`config.mk`:
```
export PLATFORM = sky130hd
export DESIGN_NAME = mux_8_to_1
export DESIGN_NICKNAME = d
export VERILOG_FILES = /design/src/rtl/mux_8_to_1_pkg.sv /design/src/rtl/mux_8_to_1_mux_2to1.sv /design/src/rtl/mux_8_to_1.sv
export SDC_FILE = /design/constraint.sdc
export NUM_CORES = 1
export LEC_CHECK = 0
export BUFFER_PORTS_ARGS = -buffer_cell sky130_fd_sc_hd__buf_4
export CORE_MARGIN = 8
export CORE_UTILIZATION = 37
export CTS_CLUSTER_DIAMETER = 30
export CTS_CLUSTER_SIZE = 10
export DETAILED_ROUTE_END_ITERATION = 12
export GPL_ROUTABILITY_DRIVEN = 0
export PLACE_DENSITY = 0.81
export SYNTH_ARGS = -nofsm -noshare
export SYNTH_HDL_FRONTEND = slang
export SYNTH_SLANG_ARGS = --single-unit
```
`constraint.sdc`:
```
create_clock -name clk -period 1.6 [get_ports clk]
set_clock_uncertainty 0.05 [all_clocks]
set_input_delay 0.32 -clock clk [delete_from_list [all_inputs] [get_ports clk]]
set_output_delay 0.32 -clock clk [all_outputs]
set_load 0.1 [all_outputs]
```
`src/rtl/mux_8_to_1_pkg.sv`:
```
// Shared datapath definitions for the operand-select multiplexer.
package mux_8_to_1_pkg;

   localparam int WORD_W = 16;

   typedef logic [WORD_W-1:0] word_t;
   typedef logic [2:0]        sel_t;

   localparam sel_t SEL_IN0 = 3'd0;
   localparam sel_t SEL_IN1 = 3'd1;
   localparam sel_t SEL_IN2 = 3'd2;
   localparam sel_t SEL_IN3 = 3'd3;
   localparam sel_t SEL_IN4 = 3'd4;
   localparam sel_t SEL_IN5 = 3'd5;
   localparam sel_t SEL_IN6 = 3'd6;
   localparam sel_t SEL_IN7 = 3'd7;

endpackage

```
`src/rtl/mux_8_to_1_mux_2to1.sv`:
```
// Width-parameterized 2:1 word select, leaf cell of the 8:1 tree.
module mux_2to1 #(
   parameter int WIDTH = 16
) (
   input  logic [WIDTH-1:0] a,
   input  logic [WIDTH-1:0] b,
   input  logic             s,
   output logic [WIDTH-1:0] y
);

   // s=0 passes a, s=1 passes b; an unknown s propagates X in simulation
   always_comb begin
      y = s ? b : a;
   end

endmodule

```
`src/rtl/mux_8_to_1.sv`:
```
// 8:1 operand mux: combinational out plus an enable-gated registered copy.
module mux_8_to_1
   import mux_8_to_1_pkg::*;
#(
   parameter int WIDTH = WORD_W
) (
   input  logic             clk,
   input  logic             rst,
   input  logic             en,
   input  logic [2:0]       sel,
   input  logic [WIDTH-1:0] in0,
   input  logic [WIDTH-1:0] in1,
   input  logic [WIDTH-1:0] in2,
   input  logic [WIDTH-1:0] in3,
   input  logic [WIDTH-1:0] in4,
   input  logic [WIDTH-1:0] in5,
   input  logic [WIDTH-1:0] in6,
   input  logic [WIDTH-1:0] in7,
   output logic [WIDTH-1:0] out,
   output logic [WIDTH-1:0] out_q,
   output logic             out_valid
);

   logic [7:0][WIDTH-1:0] src;
   logic [3:0][WIDTH-1:0] lvl1;
   logic [1:0][WIDTH-1:0] lvl2;

   assign src = {in7, in6, in5, in4, in3, in2, in1, in0};

   // Tree: sel[0] picks within pairs, sel[1] within quads, sel[2] final
   for (genvar g = 0; g < 4; g++) begin : g_lvl1
      mux_2to1 #(.WIDTH(WIDTH)) u_mux (
         .a (src[2*g]),
         .b (src[2*g+1]),
         .s (sel[0]),
         .y (lvl1[g])
      );
   end

   for (genvar g = 0; g < 2; g++) begin : g_lvl2
      mux_2to1 #(.WIDTH(WIDTH)) u_mux (
         .a (lvl1[2*g]),
         .b (lvl1[2*g+1]),
         .s (sel[1]),
         .y (lvl2[g])
      );
   end

   mux_2to1 #(.WIDTH(WIDTH)) u_lvl3 (
      .a (lvl2[0]),
      .b (lvl2[1]),
      .s (sel[2]),
      .y (out)
   );

   // Output stage: reset wins over enable; valid marks a load since reset
   always_ff @(posedge clk) begin
      if (rst) begin
         out_q     <= '0;
         out_valid <= 1'b0;
      end else if (en) begin
         out_q     <= out;
         out_valid <= 1'b1;
      end
   end

endmodule

```
Word level (Yosys, flattened, before mapping)
Index checks and enable logic that the tools add are counted.
{ "op_classes": {"n_mux": 7} }
{ "op_table": {"columns": ["op", "count"], "rows": [
  ["two-way mux 16 bit", 7]
]} }
{ "totals": {"in_bits": 134, "ff_bits": 17, "wordCells": 9, "output_inout_bits": 33} }

Logic depth before layout (Yosys ltp)
{ "depth": {"ltp_word": 3, "depth_mapped": 6} }

Cells and area by module
Synthesis repeated with hierarchy kept, for this count alone.
{ "hier_totals": {"cells_unflattened": 181, "area_unflattened_um2": 2352.3} }
{ "modules_own_cells": {"columns": ["mod", "area_per_inst_um2", "cells_each", "n_inst"], "rows": [
  ["mux_2to1", 249.0, 18, 7],
  ["mux_8_to_1", 609.3, 55, 1]
]} }

Worst setup path before layout
No wires, ideal clock.
{ "synth_timing": {"path_type": "input to output", "startpoint": "in sel[0]", "endpoint": "out out[0]", "setup_slack_ps": -1064, "required_time_ps": 1230, "t_arrival_ps": 2294, "cell_stages": 5, "cell_sequence": "buf_6 -> buf_12 -> buf_6 -> mux2i_1 -> a221oi_2"} }
{ "synth_between": {"elab_chain_cells": 3} }
{ "synth_rtl": {"columns": ["element", "line", "text"], "rows": [
  ["from (decl)", "mux_8_to_1.sv:10", "input logic [2:0] sel,"],
  ["two-way mux 16 bit (2 in series)", "mux_8_to_1_mux_2to1.sv:13", "y = s ? b : a;"],
  ["two-way mux 16 bit *", "mux_8_to_1_mux_2to1.sv:13", null],
  ["to (decl)", "mux_8_to_1.sv:19", "output logic [WIDTH-1:0] out,"]
]} }
Every way passes the cells marked *; elsewhere a longest branch is shown, timed or not.

Worst setup path after layout
{ "layout_timing": {"startpoint": "in sel[1]", "endpoint": "out out[12]"} }
{ "layout_between": {"elab_chain_cells": 2} }
{ "layout_rtl": {"columns": ["element", "line"], "rows": [
  ["two-way mux 16 bit", "mux_8_to_1_mux_2to1.sv:13"],
  ["two-way mux 16 bit *", "mux_8_to_1_mux_2to1.sv:13"]
]} }
Marks and branches as above.

==> flow_summary.toml <==
[outcome]
status = "finished with violations"
violations = "negative setup slack"

[power]
p_int_uw = 1569
power_leakage_uw = 0.002077
cellPowerDensity_nw_per_um2 = 685.3
peakVddDrop_v = 0.0005867
combPwrFrac_pct = 72.3
p_clk_share_pct = 11.3
power.total_uw = 3003
p_sw_uw = 1434
switching_share_pct = 47.76
pwr-share-seq_pct = 16.3

[drt]
vias = 2855
drt-initial-drc-count = 204
ant_nets = 0
wl_microns = 14120
wl_per_cell_microns = 31.87
vias_per_cell = 6.445
dr.pass1.iters = 6
drcViolationCount = 0

[min_path]
min_to = "out_valid"
hp-start = "rst"
hold-path-cell-count = 2
hp-class = "input pin to register"

[worst_setup_path]
crit_chain = "buf_8 -> buf_6 -> nand2b_4 -> buf_12 -> o22ai_4 -> a221oi_4 -> buf_12"
critPathTopFamily = "buffers and inverters"
crit_buf_inv = 4
r2r_cells = 3
cp_data_arrival_time_ns = 1.48
start_kind = "input pin"
worstSetupPathType = "input pin to output pin"
crit_slowest_cell = "a221oi_4"
r2r_slack_ns = 0.64
rr_endpoint = "out_q[8]"
path_max_fanout = 6
max_stage_delay_ns = 0.30
r2r-start = "out_q[8]"
endpoint_kind = "output pin"
worstPathRequired_ns = 1.23
cp_common_cell = "buf_12"

[grt]
grt_pass1_vias = 2968
grt_pass1_wl_microns = 16980
grt_antenna_before_repair = 0
grt_max_degree = 18
grtUsageTotal_pct = 30.32
overflow = 0

[synth]
synth_area_leader_cell = "mux2_2"
ys_seq_area_share_pct = 19.25
synth.net_count = 324
synth.area.top_cells = "mux2_2 20%, dfxtp_1 19%, mux2i_1 18%, a221oi_2 10%, nor2_1 8.3%"
postSynthAreaPerCell_sq_um = 9.305
synthDistinctLibCells = 19
synthCells = 190
yosysTopAreaCellShare_pct = 20.38
ys_warn_count = 0
synth_seq_cells = 17
syn_area_sq_um = 1768

[cts]
cts_tree = "yes"
h-tree-depth = 1
cts.hold.buffers_added = 0
clkSinkCount = 17
numCtsBuffers = 3
clkSlewWorstSetupHoldPaths_ns = 0.08
cts-root-buf = "clkbuf_8"
clk-insertion-delay-late_ns = 0.26
ctsLongestPathBuffers = 2

[timing]
setup_viol = 17
maxSlewViolCount = 0
period_minus_slack_ns = 1.848
min_period_over_period_pct = 115.5
timing.hold.ws_ns = 0.3646
rsz0062_at_grt = "true"
slew_headroom_pct = 63.03
hold_viol_final = 0
tightestPinTransition_ns = 0.5539
timing.fmax_ghz = 0.5411
layout_setup_ws_ns = -0.2481

[floorplan]
dieArea_sq_um = 7246
rows = 25
start_util_pct = 37.93
coreArea_sq_um = 4661
io_pins = 167
die_y_microns = 85.13
die_width_microns = 85.13

[place]
dp_slack_ns = -0.5133
placed_cell_area_sq_um = 3412
hpwl_microns = 6496
port_buffers = 166
place_inst = 418

[cells_and_area]
drive_above_1_share_pct = 75.06
area_growth_pct = 147.8
final_nets = 524
diodes = 0
fin_area_sq_um = 4382
final_cells = 443

[job]
cap_viol_max_count = 0
[Yosys cell counts]
cell type,number
a221oi_2,12
a22o_1,4
buf_1,1
buf_12,2
buf_2,2
buf_6,5
clkbuf_1,6
clkbuf_2,1
clkbuf_4,1
dfxtp_1,17
inv_1,1
mux2_2,32
mux2i_1,32
nand2_1,1
nand2b_1,1
nor2_1,39
nor2b_1,1
o21a_1,16
o22ai_1,16
[layout by cell type, fill, tap and decap left out, drive strengths merged, types with 4 or more instances in the layout]
cell,netlist,routed
o22ai,16,16
nor2,39,39
buf,10,212
dfxtp,17,17
mux2,32,32
o21a,16,16
a22o,4,4
mux2i,32,32
clkbuf,8,4
a221oi,12,12
[power groups by stage]
stage	registers [uW]	clock network (uW)	logic [uW]
2_1_floorplan	748	0	831
3_3_place_gp	486	0	1590
3_5_place_dp	488	0	1610
4_1_cts	479	319	2010
5_1_grt	491	354	2220
6_report	490	341	2170
[worst max-delay path by stage]
stage / slack, ns / cells after the start / to / from
2_1_floorplan: -0.57 / 5 / out[0] / sel[0]
3_3_place_gp: -0.49 / 5 / out[10] / sel[2]
3_5_place_dp: -0.51 / 5 / out[13] / sel[2]
4_1_cts: -0.17 / 7 / out[12] / sel[1]
5_1_grt: -0.26 / 7 / out[12] / sel[1]
6_report: -0.25 / 7 / out[12] / sel[1]
[logic make-up (layout without fill, tap and decap cells)]
kind of cell	after synthesis	in the layout	synth area share, %
AO/OA/AOI/OAI	48	48	24.63
flip-flops	17	17	19.25
AND/OR/NAND/NOR	42	42	9.201
multiplexers	64	64	38.50
buffers and inverters	19	218	8.421
[worst register-to-register path: stages, from the launching register on]
cell and delay, ns:
dfxtp_1 0.36, nor2_1 0.07, nor2_1 0.23, o21a_1 0.20
[registers in the layout, indices dropped and copies added, names as in the netlist]
| register | cells |
|---|---|
| out_q | 16 |
| out_valid | 1 |
[timing repair]
action | CTS | global route
resized for setup | 121 | 8
gates cloned | 7 | 1
pin swaps | 27 | 7
setup buffers | 8 | 5
endpoints found under the setup margin | 21 | 16
[metal layers]
metal  vias up  global-route usage (%)  part of all wire (%)
met5         -                       0                     0
met4         0                   18.28                   9.4
met3        96                   10.52                    10
met2       293                   55.47                    49
met1      1349                   28.41                    31
li1       1117                       -                     -
[metrics by stage]
stage / TNS (ns) / utilization, %
after global routing: -3.372 / 94.01
after detailed placement: -10.51 / 73.21
final: -2.995 / 94.01
after CTS: -2.206 / 91.84
after global placement: -9.578 / 73.21
after floorplan: -13.57 / -
[final cells by class]
cell class,count,area (sq um)
clock buffers,3,41.29
clock inverters,1,5.005
well taps,54,67.56
flip-flops and latches,17,340.3
inverters,1,3.754
repair buffers,213,2100
multi-input cells,154,1824
fillers,124,279.0
No activity file was read; power rests on OpenSTA's default activity.
